--- config.mk ---
export PLATFORM = sky130hd
export DESIGN_NAME = conv_loop_sequencer
export DESIGN_NICKNAME = d
export VERILOG_FILES = /design/src/rtl/conv_seq_pkg.sv /design/src/rtl/loop_counter.sv /design/src/rtl/conv_loop_sequencer.sv
export SDC_FILE = /design/constraint.sdc
export NUM_CORES = 1
export LEC_CHECK = 0
export CAP_MARGIN = 15
export CORE_UTILIZATION = 40
export CTS_BUF_LIST = sky130_fd_sc_hd__clkbuf_8
export CTS_CLUSTER_DIAMETER = 200
export CTS_CLUSTER_SIZE = 24
export DETAILED_ROUTE_END_ITERATION = 10
export HOLD_SLACK_MARGIN = 0.08
export PLACE_DENSITY = 0.72
export SYNTH_ARGS = -nofsm -noshare
export SYNTH_HDL_FRONTEND = slang
export SYNTH_SLANG_ARGS = --single-unit
--- constraint.sdc ---
create_clock -name clk -period 18.3 [get_ports clk]
set_clock_uncertainty 0.15 [all_clocks]
set_input_delay 3.66 -clock clk [delete_from_list [all_inputs] [get_ports clk]]
set_output_delay 3.66 -clock clk [all_outputs]
set_load 0.005 [all_outputs]
--- src/rtl/conv_seq_pkg.sv ---
// Shared types and helpers for the convolution loop-nest sequencer.
// Holds the sequencer state encoding plus small arithmetic helpers used by the top level.
package conv_seq_pkg;

    typedef enum logic [0:0] {
        ST_IDLE = 1'b0,
        ST_RUN  = 1'b1
    } seq_state_t;

    // A programmed bound of zero still means one iteration.
    function automatic logic [31:0] clamp1(input logic [31:0] x);
        return (x == 32'd0) ? 32'd1 : x;
    endfunction

    // Linear weight-tile index; bounds are passed as counts, not maxima.
    function automatic logic [31:0] tile_index(
        input logic [31:0] w_h,
        input logic [31:0] w_w,  input logic [31:0] w_w_bound,
        input logic [31:0] i_ch, input logic [31:0] i_ch_bound,
        input logic [31:0] o_ch, input logic [31:0] o_ch_bound
    );
        return ((w_h * w_w_bound + w_w) * i_ch_bound + i_ch) * o_ch_bound + o_ch;
    endfunction

endpackage

--- src/rtl/loop_counter.sv ---
// Wrapping counter for one level of the loop nest: counts 0..max, wraps on inc at max.
// Exposes its next value so the parent can register values derived from it with zero skew.
module loop_counter #(
    parameter int CNT_BIT = 8
) (
    input  logic               clk,
    input  logic               rstn,
    input  logic               inc,
    input  logic               clr,
    input  logic [CNT_BIT-1:0] max,
    output logic [CNT_BIT-1:0] count,
    output logic [CNT_BIT-1:0] count_nxt,
    output logic               at_max
);

    logic [CNT_BIT-1:0] count_q;
    logic [CNT_BIT-1:0] count_d;

    assign at_max = (count_q == max);

    // NOTE: default assignment first so every path writes count_d and no latch is inferred.
    always_comb begin
        count_d = count_q;
        if (clr) begin
            count_d = '0;
        end else if (inc) begin
            count_d = at_max ? '0 : count_q + 1'b1;
        end
    end

    // NOTE: non-blocking assignment for state so all flops update together at the edge.
    always_ff @(posedge clk or negedge rstn) begin
        if (!rstn) begin
            count_q <= '0;
        end else begin
            count_q <= count_d;
        end
    end

    assign count     = count_q;
    assign count_nxt = count_d;

endmodule

--- src/rtl/conv_loop_sequencer.sv ---
// Five-level loop-nest sequencer (O_H innermost .. W_H outermost) with valid/ready stepping.
// Produces weight-tile and IFMap row addresses registered alongside the indices they belong to.
module conv_loop_sequencer
    import conv_seq_pkg::*;
#(
    parameter int MAC_ROW        = 16,
    parameter int MAC_COL        = 16,
    parameter int W_ADDR_BIT     = 11,
    parameter int IFMAP_ADDR_BIT = 9,
    parameter int CNT_BIT        = 8
) (
    input  logic                      clk,
    input  logic                      rstn,
    input  logic                      start_in,
    input  logic                      abort_in,
    input  logic [CNT_BIT-1:0]        cfg_o_h,
    input  logic [CNT_BIT-1:0]        cfg_o_ch_tiles,
    input  logic [CNT_BIT-1:0]        cfg_i_ch_tiles,
    input  logic [CNT_BIT-1:0]        cfg_w_w,
    input  logic [CNT_BIT-1:0]        cfg_w_h,
    input  logic [CNT_BIT-1:0]        cfg_ifmap_h,
    input  logic [1:0]                cfg_stride,
    output logic                      step_valid_out,
    input  logic                      step_ready_in,
    output logic [CNT_BIT-1:0]        o_h_count_out,
    output logic [CNT_BIT-1:0]        o_ch_count_out,
    output logic [CNT_BIT-1:0]        i_ch_count_out,
    output logic [CNT_BIT-1:0]        w_w_count_out,
    output logic [CNT_BIT-1:0]        w_h_count_out,
    output logic [W_ADDR_BIT-1:0]     w_addr_out,
    output logic [IFMAP_ADDR_BIT-1:0] ifmap_addr_out,
    output logic                      w_prefetch_out,
    output logic                      last_out,
    output logic                      busy_out,
    output logic                      done_out
);

    if (MAC_COL < 1) begin : g_bad_mac_col
        $error("MAC_COL must be at least 1");
    end

    seq_state_t state_q, state_d;
    logic [CNT_BIT-1:0] oh_max_q, oh_max_d, oc_max_q, oc_max_d, ic_max_q, ic_max_d;
    logic [CNT_BIT-1:0] ww_max_q, ww_max_d, wh_max_q, wh_max_d;
    logic [CNT_BIT-1:0] ifmap_h_q, ifmap_h_d;
    logic [1:0]         stride_q, stride_d;
    logic [W_ADDR_BIT-1:0]     w_addr_q, w_addr_d;
    logic [IFMAP_ADDR_BIT-1:0] ifmap_addr_q, ifmap_addr_d;
    logic prefetch_q, prefetch_d, last_q, last_d, done_q, done_d;

    logic [CNT_BIT-1:0] oh_cnt, oc_cnt, ic_cnt, ww_cnt, wh_cnt;
    logic [CNT_BIT-1:0] oh_nxt, oc_nxt, ic_nxt, ww_nxt, wh_nxt;
    logic oh_at_max, oc_at_max, ic_at_max, ww_at_max, wh_at_max;
    logic run, fire, abort, start_acc, finish, cnt_clr, run_d;
    logic inc_oh, inc_oc, inc_ic, inc_ww, inc_wh;

    assign run       = (state_q == ST_RUN);
    assign fire      = run & step_ready_in;
    assign abort     = run & abort_in;
    assign start_acc = ~run & start_in;
    // Abort beats a simultaneous handshake, including on the final step.
    assign finish    = fire & ~abort_in & oh_at_max & oc_at_max & ic_at_max & ww_at_max & wh_at_max;
    assign cnt_clr   = start_acc | abort | finish;

    assign inc_oh = fire & ~abort_in;
    assign inc_oc = inc_oh & oh_at_max;
    assign inc_ic = inc_oc & oc_at_max;
    assign inc_ww = inc_ic & ic_at_max;
    assign inc_wh = inc_ww & ww_at_max;

    loop_counter #(.CNT_BIT(CNT_BIT)) u_oh (
        .clk(clk), .rstn(rstn), .inc(inc_oh), .clr(cnt_clr), .max(oh_max_q),
        .count(oh_cnt), .count_nxt(oh_nxt), .at_max(oh_at_max)
    );
    loop_counter #(.CNT_BIT(CNT_BIT)) u_oc (
        .clk(clk), .rstn(rstn), .inc(inc_oc), .clr(cnt_clr), .max(oc_max_q),
        .count(oc_cnt), .count_nxt(oc_nxt), .at_max(oc_at_max)
    );
    loop_counter #(.CNT_BIT(CNT_BIT)) u_ic (
        .clk(clk), .rstn(rstn), .inc(inc_ic), .clr(cnt_clr), .max(ic_max_q),
        .count(ic_cnt), .count_nxt(ic_nxt), .at_max(ic_at_max)
    );
    loop_counter #(.CNT_BIT(CNT_BIT)) u_ww (
        .clk(clk), .rstn(rstn), .inc(inc_ww), .clr(cnt_clr), .max(ww_max_q),
        .count(ww_cnt), .count_nxt(ww_nxt), .at_max(ww_at_max)
    );
    loop_counter #(.CNT_BIT(CNT_BIT)) u_wh (
        .clk(clk), .rstn(rstn), .inc(inc_wh), .clr(cnt_clr), .max(wh_max_q),
        .count(wh_cnt), .count_nxt(wh_nxt), .at_max(wh_at_max)
    );

    always_comb begin
        state_d = state_q;
        if (start_acc) begin
            state_d = ST_RUN;
        end else if (abort | finish) begin
            state_d = ST_IDLE;
        end
        run_d = (state_d == ST_RUN);

        // Bounds are held as maxima (bound-1) so the counters compare directly.
        oh_max_d  = start_acc ? CNT_BIT'(clamp1(32'(cfg_o_h))        - 32'd1) : oh_max_q;
        oc_max_d  = start_acc ? CNT_BIT'(clamp1(32'(cfg_o_ch_tiles)) - 32'd1) : oc_max_q;
        ic_max_d  = start_acc ? CNT_BIT'(clamp1(32'(cfg_i_ch_tiles)) - 32'd1) : ic_max_q;
        ww_max_d  = start_acc ? CNT_BIT'(clamp1(32'(cfg_w_w))        - 32'd1) : ww_max_q;
        wh_max_d  = start_acc ? CNT_BIT'(clamp1(32'(cfg_w_h))        - 32'd1) : wh_max_q;
        ifmap_h_d = start_acc ? cfg_ifmap_h : ifmap_h_q;
        stride_d  = start_acc ? 2'(clamp1(32'(cfg_stride))) : stride_q;

        // Addresses are built from next-cycle indices so they land with them.
        w_addr_d = W_ADDR_BIT'(tile_index(32'(wh_nxt),
                                          32'(ww_nxt), 32'(ww_max_d) + 32'd1,
                                          32'(ic_nxt), 32'(ic_max_d) + 32'd1,
                                          32'(oc_nxt), 32'(oc_max_d) + 32'd1) * 32'(MAC_ROW));
        ifmap_addr_d = IFMAP_ADDR_BIT'(32'(ic_nxt) * 32'(ifmap_h_d)
                                     + 32'(oh_nxt) * 32'(stride_d)
                                     + 32'(wh_nxt));

        prefetch_d = run_d & (oh_nxt == '0);
        last_d     = run_d & (oh_nxt == oh_max_d) & (oc_nxt == oc_max_d) & (ic_nxt == ic_max_d)
                           & (ww_nxt == ww_max_d) & (wh_nxt == wh_max_d);
        done_d     = finish;
    end

    always_ff @(posedge clk or negedge rstn) begin
        if (!rstn) begin
            state_q      <= ST_IDLE;
            oh_max_q     <= '0;
            oc_max_q     <= '0;
            ic_max_q     <= '0;
            ww_max_q     <= '0;
            wh_max_q     <= '0;
            ifmap_h_q    <= '0;
            stride_q     <= '0;
            w_addr_q     <= '0;
            ifmap_addr_q <= '0;
            prefetch_q   <= 1'b0;
            last_q       <= 1'b0;
            done_q       <= 1'b0;
        end else begin
            state_q      <= state_d;
            oh_max_q     <= oh_max_d;
            oc_max_q     <= oc_max_d;
            ic_max_q     <= ic_max_d;
            ww_max_q     <= ww_max_d;
            wh_max_q     <= wh_max_d;
            ifmap_h_q    <= ifmap_h_d;
            stride_q     <= stride_d;
            w_addr_q     <= w_addr_d;
            ifmap_addr_q <= ifmap_addr_d;
            prefetch_q   <= prefetch_d;
            last_q       <= last_d;
            done_q       <= done_d;
        end
    end

    assign step_valid_out = run;
    assign busy_out       = run;
    assign o_h_count_out  = oh_cnt;
    assign o_ch_count_out = oc_cnt;
    assign i_ch_count_out = ic_cnt;
    assign w_w_count_out  = ww_cnt;
    assign w_h_count_out  = wh_cnt;
    assign w_addr_out     = w_addr_q;
    assign ifmap_addr_out = ifmap_addr_q;
    assign w_prefetch_out = prefetch_q;
    assign last_out       = last_q;
    assign done_out       = done_q;

endmodule

==> impl_metrics.py <==
metrics = {
    "sta": {
        "relSlewSlack_pct": 42.58,
        "max_freq_mhz": 64.58,
        "finalCritPeriodShare_pct": 84.61,
        "rsz0062_at_grt": "false",
        "tns_ns": 0,
        "final.min_clock_period_ns": 15.48,
        "hold_violations": 0,
        "tightest_slew_ns": 0.8374,
        "slew_viol_final": 0,
        "setup_viol_count_final": 0,
    },
    "logic_synthesis": {
        "synth_cell_types": 64,
        "yosysMostFrequentCell": "inv_1",
        "synth_ff_type": "dfrtp_1",
        "synth-seq-cells": 110,
        "yosysWarnings": 0,
        "netlist_instances": 1179,
        "netlist.area_leader.share_pct": 25.75,
        "synth_area_leader_cell": "dfrtp_1",
        "syn_area_per_cell_um2": 9.066,
        "ys_seq_area_share_pct": 25.75,
        "synth-edff-count": 0,
        "syn_area_um2": 10690,
        "synth_common_cells": "160 x inv_1, 122 x xnor2_1, 112 x nand2_1, 110 x dfrtp_1, 88 x ha_1",
        "synthArstFlopShare_pct": 100.0,
        "synth_area_leaders": "dfrtp_1 26%, fa_1 14%, ha_1 10%, xnor2_1 10%, inv_1 5.6%",
    },
    "placement": {
        "globalplace.congestion": 0.9351,
        "dp_hpwl_um": 22870,
        "io_buffers": 115,
    },
    "routing": {
        "wl_um": 27940,
        "drc": 14,
        "dr_total_vias": 8624,
        "drt_iter0_drc": 618,
        "first_pass_iters": 8,
        "viasPerCell": 5.307,
        "avgRoutedWirePerCell_um": 17.19,
        "postRouteAntennaNets": 0,
    },
    "clocking": {
        "clk_pin_slew_ns": 0.12,
        "cts_resized": 0,
        "cts_tree": "done",
        "cts_sinks": 110,
        "cts_setup_buffers": 0,
        "clk_latency_ns": 0.41,
        "hold_buffers": 0,
        "cts_max_level": 3,
        "clockBufferDepth": 2,
        "cts_made_buffers": 9,
        "cts-root-buf": "clkbuf_8",
    },
    "final_layout": {
        "antenna_cells": 0,
        "seq_area_um2": 2753,
        "multiInputGateArea_um2": 7211,
        "final_util_pct": 47.37,
        "drive_gt1_share_pct": 2.791,
        "fill_cells": 2482,
        "layout.nets": 1501,
        "syn_to_final_growth_pct": 15.81,
    },
    "critical_path": {
        "crit_required_ns": 18.45,
        "start_kind": "input port",
        "critPathBufInv": 9,
        "worst_setup_path_end_kind": "flop",
        "r2r_cells": 39,
        "cp_max_fo": 5,
        "cpLargestDelayFamily": "adder cells",
        "path_depth": 42,
        "critPathArrivalTime_ns": 15.64,
        "cpMaxStageDelayCell": "nor4_1",
        "critPathKind": "in -> reg",
        "crit_top_cell": "fa_1",
        "cp_slowest_stage_delay_ns": 0.56,
    },
    "power_and_ir_drop": {
        "comb_power_share_pct": 30.7,
        "swShare_pct": 36.58,
        "peakVddDrop_mv": 0.04018,
        "p_switching_w": 0.0002376,
        "clkPwrFrac_pct": 25.1,
        "power_leakage_nw": 5.930,
        "p_int_w": 0.0004119,
        "power_density_nw_per_um2": 52.47,
        "p_seq_share_pct": 44.2,
    },
    "grt": {
        "use_met2_pct": 34.66,
        "grtUsageMet1_pct": 29.32,
        "grt_pass1_wl_um": 45260,
        "met3_usage_pct": 3.197,
        "overflow": 0,
        "grt_pass1_vias": 8655,
        "grt_usage_pct": 21.61,
        "grt_max_degree": 60,
        "busiest_layer": "met2",
        "antenna_found_initial": 0,
    },
    "floorplanning": {
        "rows": 59,
        "die_area_um2": 27380,
        "ioPinCount": 120,
        "start_util_pct": 40.90,
        "die_x_um": 165.5,
        "core_area_um2": 26130,
        "die-height_um": 165.5,
    },
    "hold_path": {
        "min_path_type": "reg -> reg",
        "hold_depth": 2,
    },
    "run_status": {
        "outcome": "finished with violations",
        "violations": "design-rule violations",
    },
    "run": {
        "cap_violations": 0,
    },
}
[metal layers]
metal	part of all wire, %	routed length [um]	vias up
met2	46	12930	352
met4	2.8	782	0
met1	44	12180	4157
li1	-	-	4055
met5	0	0	-
met3	7.3	2035	60
[flip-flops by register name (all words and copies together) (netlist names), 8 cells and up]
| signal | flops |
|---|---|
| u_oc.count | 8 |
| ic_max_q | 8 |
| oh_max_q | 8 |
| u_ww.count | 8 |
| u_ic.count | 8 |
| u_oh.count | 8 |
| ifmap_h_q | 8 |
| oc_max_q | 8 |
| ww_max_q | 8 |
| u_wh.count | 8 |
| ifmap_addr_out | 9 |
| wh_max_q | 8 |
[power groups by stage]
stage / clock [W] / sequential (W) / combinational (W)
after CTS: 0.000167 / 0.000287 / 0.000196
after detailed placement: 0 / 0.000292 / 0.000195
after global placement: 0 / 0.000291 / 0.000193
after floorplan: 0 / 0.000287 / 0.000129
final: 0.000163 / 0.000287 / 0.000199
after global routing: 0.000177 / 0.000290 / 0.000218
[final timing paths]
check	start	end	slack [ns]
setup / recovery	cfg_w_w[2]	w_addr_out[10]	2.82
hold / removal	ifmap_h_q[7]	ifmap_h_q[7]	0.36
setup reg to reg	u_oc.count[1]	w_addr_out[10]	5.73
hold reg to reg	ifmap_h_q[7]	ifmap_h_q[7]	0.36
max in group asynchronous	rstn	u_ww.count[2]	13.60
min in group asynchronous	rstn	u_oh.count[7]	3.19
[final cells by class]
| type | instances | area share (%) |
|---|---|---|
| clock buffer | 10 | 1.112 |
| clock inverter | 6 | 0.6165 |
| inverter | 161 | 4.882 |
| multi-input combinational | 884 | 58.25 |
| sequential | 110 | 22.24 |
| tap | 335 | 3.386 |
| timing repair buffer | 119 | 9.521 |
[placed cells by master (no fill, tap or decap), types with 7 or more instances in the layout]
cell,instances
a21o_1,10
a21oi_1,34
and2_1,32
and3_1,13
clkbuf_8,10
clkdlybuf4s50_1,114
dfrtp_1,110
fa_1,73
ha_1,88
inv_1,160
mux2i_1,17
nand2_1,112
nand3_1,25
nand4_1,13
nor2_1,79
nor2b_1,12
nor3_1,37
nor4_1,19
o21ai_0,31
o21ai_1,7
or3_1,8
or4_1,8
xnor2_1,122
xor2_1,66
[tightest hold or removal path, cell delays in order (launching register included)]
cell	delay (ns)
dfrtp_1	0.34
nand2_1	0.04
nand2_1	0.09
[cell families after synthesis]
group / synth area share, %
AOI/OAI and AO/OA: 6.895
xor gates and xnor gates: 16.46
adders and majority gates: 23.97
buffers and inverters: 6.918
DFF: 25.75
muxes: 1.803
other: 0.03508
and+or+nand+nor: 18.17
[metrics by stage]
| stage | instance area [um^2] | hold slack (ns) | power [W] | std cells | worst slack [ns] |
|---|---|---|---|---|---|
| after global routing | 12380 | 0.3952 | 0.0006854 | 1625 | 2.043 |
| after CTS | 12380 | 0.3605 | 0.0006504 | 1625 | 2.736 |
| final | 12380 | 0.3603 | 0.0006495 | 1625 | 2.816 |
| after floorplan | 10700 | 0.3034 | 0.0004167 | 1182 | 3.691 |
| after detailed placement | 12170 | 0.3322 | 0.0004874 | 1609 | 2.347 |
| after global placement | 12170 | 0.3295 | 0.0004839 | 1609 | 2.640 |
Power figures use the tool's default switching activity.
